<file path="config.mk">
export PLATFORM = sky130hd
export DESIGN_NAME = btn_debounce_3ch
export DESIGN_NICKNAME = d
export VERILOG_FILES = /design/src/rtl/btn_debounce_3ch.sv
export SDC_FILE = /design/constraint.sdc
export NUM_CORES = 1
export LEC_CHECK = 0
export ABC_AREA = 1
export BUFFER_PORTS_ARGS = -buffer_cell sky130_fd_sc_hd__buf_4
export CORE_MARGIN = 4
export CORE_UTILIZATION = 45
export CTS_CLUSTER_DIAMETER = 100
export DETAILED_ROUTE_END_ITERATION = 10
export GPL_ROUTABILITY_DRIVEN = 0
export PLACE_DENSITY = 0.7
export SYNTH_ARGS = -nofsm -noshare
export SYNTH_HDL_FRONTEND = slang
export SYNTH_SLANG_ARGS = --single-unit
</file>
<file path="constraint.sdc">
create_clock -name clk -period 3.9 [get_ports clk]
set_clock_uncertainty 0.15 [all_clocks]
set_input_delay 0.195 -clock clk [delete_from_list [all_inputs] [get_ports clk]]
set_output_delay 0.195 -clock clk [all_outputs]
set_load 0.03 [all_outputs]
</file>
<file path="src/rtl/btn_debounce_3ch.sv">
`default_nettype none
// ============================================================================
//  Module   : btn_debounce_3ch
//  Brief    : Three-channel synchroniser + debouncer feeding the (a|b)&c
//             logic stage. Produces clean levels, one-cycle rise/fall
//             strobes, per-channel busy flags and a saturating glitch count.
//  Revision : 1.0  initial release
// ============================================================================
module btn_debounce_3ch #(
    parameter int SYNC_STAGES = 2,
    parameter int DB_COUNT    = 20,
    parameter int CNT_W       = 5
) (
    input  logic       clk,
    input  logic       rst,
    input  logic [2:0] raw_in,
    output logic       a,
    output logic       b,
    output logic       c,
    output logic [2:0] rise,
    output logic [2:0] fall,
    output logic [2:0] busy,
    output logic [7:0] glitch_cnt
);

    // Terminal count of the stability counter: reaching it accepts the level.
    localparam logic [CNT_W-1:0] c_cnt_max = CNT_W'(DB_COUNT - 1);

    typedef enum logic [0:0] {
        ST_IDLE  = 1'b0,
        ST_CHECK = 1'b1
    } state_t;

    logic [2:0] w_level;
    logic [2:0] w_rise;
    logic [2:0] w_fall;
    logic [2:0] w_busy;
    logic [2:0] w_abort;

    // ------------------------------------------------------------------------
    // Per-channel synchroniser and debounce FSM (three identical copies)
    // ------------------------------------------------------------------------
    for (genvar i = 0; i < 3; i++) begin : g_ch
        logic [SYNC_STAGES-1:0] r_sync;
        logic                   w_s;
        state_t                 r_state;
        state_t                 w_state_nxt;
        logic [CNT_W-1:0]       r_cnt;
        logic [CNT_W-1:0]       w_cnt_nxt;
        logic                   r_level;
        logic                   w_level_nxt;
        logic                   r_rise;
        logic                   r_fall;
        logic                   r_busy;
        logic                   w_rise_nxt;
        logic                   w_fall_nxt;
        logic                   w_abort_i;

        // Flop chain: raw input goes straight into the first flop, no logic ahead of it.
        always_ff @(posedge clk) begin
            if (rst) begin
                r_sync <= '0;
            end else begin
                r_sync <= {r_sync[SYNC_STAGES-2:0], raw_in[i]};
            end
        end

        assign w_s = r_sync[SYNC_STAGES-1];

        // Next-state logic: require DB_COUNT consecutive differing samples.
        always_comb begin
            w_state_nxt = r_state;
            w_cnt_nxt   = r_cnt;
            w_level_nxt = r_level;
            w_rise_nxt  = 1'b0;
            w_fall_nxt  = 1'b0;
            w_abort_i   = 1'b0;
            case (r_state)
                ST_IDLE: begin
                    w_cnt_nxt = '0;
                    if (w_s != r_level) begin
                        w_state_nxt = ST_CHECK;
                        w_cnt_nxt   = CNT_W'(1);
                    end
                end
                ST_CHECK: begin
                    if (w_s == r_level) begin
                        // Input bounced back before becoming stable.
                        w_state_nxt = ST_IDLE;
                        w_cnt_nxt   = '0;
                        w_abort_i   = 1'b1;
                    end else if (r_cnt == c_cnt_max) begin
                        w_state_nxt = ST_IDLE;
                        w_cnt_nxt   = '0;
                        w_level_nxt = w_s;
                        w_rise_nxt  = w_s;
                        w_fall_nxt  = ~w_s;
                    end else begin
                        w_cnt_nxt = r_cnt + CNT_W'(1);
                    end
                end
                default: begin
                    w_state_nxt = ST_IDLE;
                    w_cnt_nxt   = '0;
                end
            endcase
        end

        // State, level, strobe and busy registers.
        always_ff @(posedge clk) begin
            if (rst) begin
                r_state <= ST_IDLE;
                r_cnt   <= '0;
                r_level <= 1'b0;
                r_rise  <= 1'b0;
                r_fall  <= 1'b0;
                r_busy  <= 1'b0;
            end else begin
                r_state <= w_state_nxt;
                r_cnt   <= w_cnt_nxt;
                r_level <= w_level_nxt;
                r_rise  <= w_rise_nxt;
                r_fall  <= w_fall_nxt;
                r_busy  <= (w_state_nxt == ST_CHECK);
            end
        end

        assign w_level[i] = r_level;
        assign w_rise[i]  = r_rise;
        assign w_fall[i]  = r_fall;
        assign w_busy[i]  = r_busy;
        assign w_abort[i] = w_abort_i;
    end

    // ------------------------------------------------------------------------
    // Glitch counter: adds the number of channels aborting this cycle
    // ------------------------------------------------------------------------
    logic [7:0] r_glitch;
    logic [1:0] w_abort_sum;
    logic [8:0] w_glitch_sum;

    assign w_abort_sum  = {1'b0, w_abort[0]} + {1'b0, w_abort[1]} + {1'b0, w_abort[2]};
    assign w_glitch_sum = {1'b0, r_glitch} + {7'd0, w_abort_sum};

    // Saturate at 255 rather than wrapping.
    always_ff @(posedge clk) begin
        if (rst) begin
            r_glitch <= 8'd0;
        end else begin
            r_glitch <= w_glitch_sum[8] ? 8'hFF : w_glitch_sum[7:0];
        end
    end

    assign a          = w_level[0];
    assign b          = w_level[1];
    assign c          = w_level[2];
    assign rise       = w_rise;
    assign fall       = w_fall;
    assign busy       = w_busy;
    assign glitch_cnt = r_glitch;

endmodule
`default_nettype wire

</file>
==> key figures <==
Clock network
  • Postcts setup bufs: 0
  • Worst-Skew Late Latency: 290 ps
  • CTS Buf Count: 5
  • Clock buffer depth: 2
  • # resized after CTS: 0
  • CTS tree: yes
  • Clock slew seen by the registers of the worst setup and hold paths: 70 ps
  • Clock root cell: clkbuf_8
  • CTS H-Tree Depth: 2
  • Clk sinks: 41
  • Post-CTS Hold Buffers: 3

Setup path
  • Crit path arrival time: 2610 ps
  • Crit path buf inv count: 3
  • CP max FO: 5
  • Worst Setup End Kind: flip-flop
  • CP max stage cell: fa_1
  • Slowest stage delay, CP: 510 ps
  • Cells along the critical path: inv_1 -> nor2_1 -> nor2_1 -> nand2_1 -> fa_1 -> inv_1 -> ha_1 -> fa_1 -> nand3_2 -> nor2_4 -> nand2_2 -> nand3_1 -> nand2_1 -> inv_1
  • Crit path max-delay family: adder cells
  • Element type at the critical path start: flip-flop
  • CP most frequent cell: inv_1
  • Crit Path Category: reg2reg
  • Worst Path Required: 3950 ps

Floorplanning
  • Row cnt: 22
  • Core ar.: 3720 sq um
  • Initial core utilization: 47.3%
  • Die height: 70.5 um
  • # IOs: 25
  • Die area: 4970 sq um
  • Die Span X: 70.5 um

Layout
  • Antenna diode count: 0
  • Area added between synthesis and finish: 15.4%
  • Final cell area excluding filler cells: 2030 sq um
  • Fraction of layout cells with a size suffix above 1: 17.1%
  • Fin cells: 288
  • # nets final: 251

Job
  • Max Cap Violations: 0

Drt
  • Routed Wire Length: 2.79 mm
  • Iter 0 DRT Violations: 101
  • Residual DRC count: 0
  • WL/cell: 9.69 um
  • Via count: 1,277
  • Routed Antenna Nets: 0
  • Initial DRT Pass Iterations: 4
  • Vias/cell: 4.43

Synthesis
  • Combinational family with the most area after synthesis: simple AND/OR/NAND/NOR gates
  • Seq/Total Area, Yosys: 46.7%
  • Cell variety after synth: 24
  • Cells after Synth: 216
  • Mapped Area: 1760 sq um
  • Adder-cell area share of the yosys netlist: 5.84%
  • Synth Area in Compound Gates: 3.70%
  • Synth Area in XOR/XNOR: 5.91%
  • Syn Area/Cell: 8.14 sq um
  • Syn nets: 228
  • Post-synthesis register bit count: 41
  • Mux contribution to synthesized area: 0%
  • Ys Warns: 0
  • Simple-Gate Fraction of Synth Area: 24.6%

Timing
  • Setup violators final: 0
  • Setup TNS: 0 ps
  • Final Slew Violations: 0
  • Final hold viol count: 0
  • Unrepaired setup endpoints after global routing: no
  • Min Tclk post-route: 2560 ps
  • Relative slew slack: 75.0%
  • Worst-Margin Slew: 374 ps
  • Fin crit share: 65.6%
  • Hold Slack: 16.3 ps
  • Fmax: 391 MHz

Outcome
  • Run status: complete, no violations

Place
  • Cells after DPL: 277
  • Placed inst area: 1920 sq um
  • HPWL after DPL: 2.02 mm
  • Port Buffers: 24

Min path
  • Tightest Hold Check Type: in2reg

Global route
  • Gr usage total: 12.8%
  • First-pass GRT wire length: 4.98 mm
  • Largest net degree at the start of global routing: 14
  • Initial antenna violation count: 0
  • Number of global-route vias before repair: 1,144
  • GRT overflow: 0

Power and ir drop
  • VDD IR max: 0.000204 V
  • PwrDens: 358 nW/um^2
  • Leak: 0.000941 uW
[logic make-up after synthesis]
group           Yosys count
flops                    41
buf+inv                  51
fa+ha+maj                 7
xor+xnor                 11
compound gates           12
simple gates             94
[sequential cells by signal, indices dropped and copies added (netlist names)]
signal	flops
g_ch.r_cnt	15
glitch_cnt	8
g_ch.r_sync	6
g_ch.r_busy	3
g_ch.r_fall	3
g_ch.r_rise	3
a	1
b	1
c	1
[cell usage after synthesis]
| master | instances | area share [%] |
|---|---|---|
| dfxtp_1 | 41 | 47 |
| inv_1 | 40 | 8.5 |
| nor2_1 | 35 | 7.5 |
| nand2_1 | 26 | 5.6 |
| nand3_1 | 18 | 5.1 |
| buf_4 | 9 | 3.8 |
| a21oi_1 | 8 | 2.3 |
| xor2_1 | 6 | 3.0 |
| ha_1 | 5 | 3.6 |
| nor3_1 | 4 | 1.1 |
| xnor2_1 | 4 | 2.0 |
| nand2_2 | 3 | 1.1 |
| nand4_1 | 3 | 1.1 |
| fa_1 | 2 | 2.3 |
| nand3_2 | 2 | 1.1 |
| o21ai_0 | 2 | 0.57 |
| buf_6 | 1 | 0.64 |
| clkbuf_1 | 1 | 0.21 |
| nand4_2 | 1 | 0.71 |
| nor2_4 | 1 | 0.64 |
| nor3b_2 | 1 | 0.71 |
| o21ai_1 | 1 | 0.28 |
| o31a_2 | 1 | 0.57 |
| xor2_2 | 1 | 0.93 |
[per-layer routing]
layer	share of wire [%]	GRT usage, %	wire [um]	vias to the layer above
met5	0	0	0	-
met4	2.0	7.66	57	0
met3	5.4	4.75	151	5
met2	42	18.2	1170	24
met1	51	16.4	1410	545
li1	-	-	-	703
[metrics by stage]
step                setup WS, ps  utilization [%]  power (uW)
detailed placement          1330             51.5         470
global placement            1350             51.5         470
finish                      1340             54.6         726
floorplan                   1270                -         461
global route                1140             54.6         763
CTS                         1330             54.6         740
[where the power goes]
| part | internal (uW) | total, uW | switching [uW] |
|---|---|---|---|
| clock | 124 | 263 | 139 |
| combinational | 13.8 | 33.3 | 19.5 |
| sequential | 424 | 429 | 4.63 |
| total | 562 | 726 | 163 |
[final timing paths]
path	start	to	slack, ps	depth (start not counted)
worst max-delay path	a	glitch_cnt[3]	1340	14
worst min-delay path	rst	g_ch[2].r_sync[0]	20	2
worst max register to register	a	glitch_cnt[3]	1340	14
worst min register to register	g_ch[0].r_sync[0]	g_ch[0].r_sync[1]	260	2
[layout by cell type, fill, tap and decap left out]
cell type,n
nand3_1,18
fa_1,2
nor2_1,35
xor2_1,6
dlygate4sd3_1,3
nand4_1,3
nor3b_2,1
xor2_2,1
clkinv_2,2
nand2_1,26
clkbuf_8,5
nand4_2,1
inv_1,40
ha_1,5
o21ai_0,2
o31a_2,1
xnor2_1,4
nor2_4,1
nand3_2,2
buf_4,24
nand2_2,3
nor3_1,4
clkbuf_1,1
o21ai_1,1
dfxtp_1,41
a21oi_1,8
[area by class of cell]
cell class | instances | area (sq um)
sequential | 41 | 821
tap | 48 | 60.1
clock buffer | 6 | 72.6
inverter | 40 | 150
clock inverter | 2 | 10.0
timing repair buffer | 27 | 210
fill | 368 | 1690
multi-input combinational | 124 | 704
(Power assumes the default switching activity.)
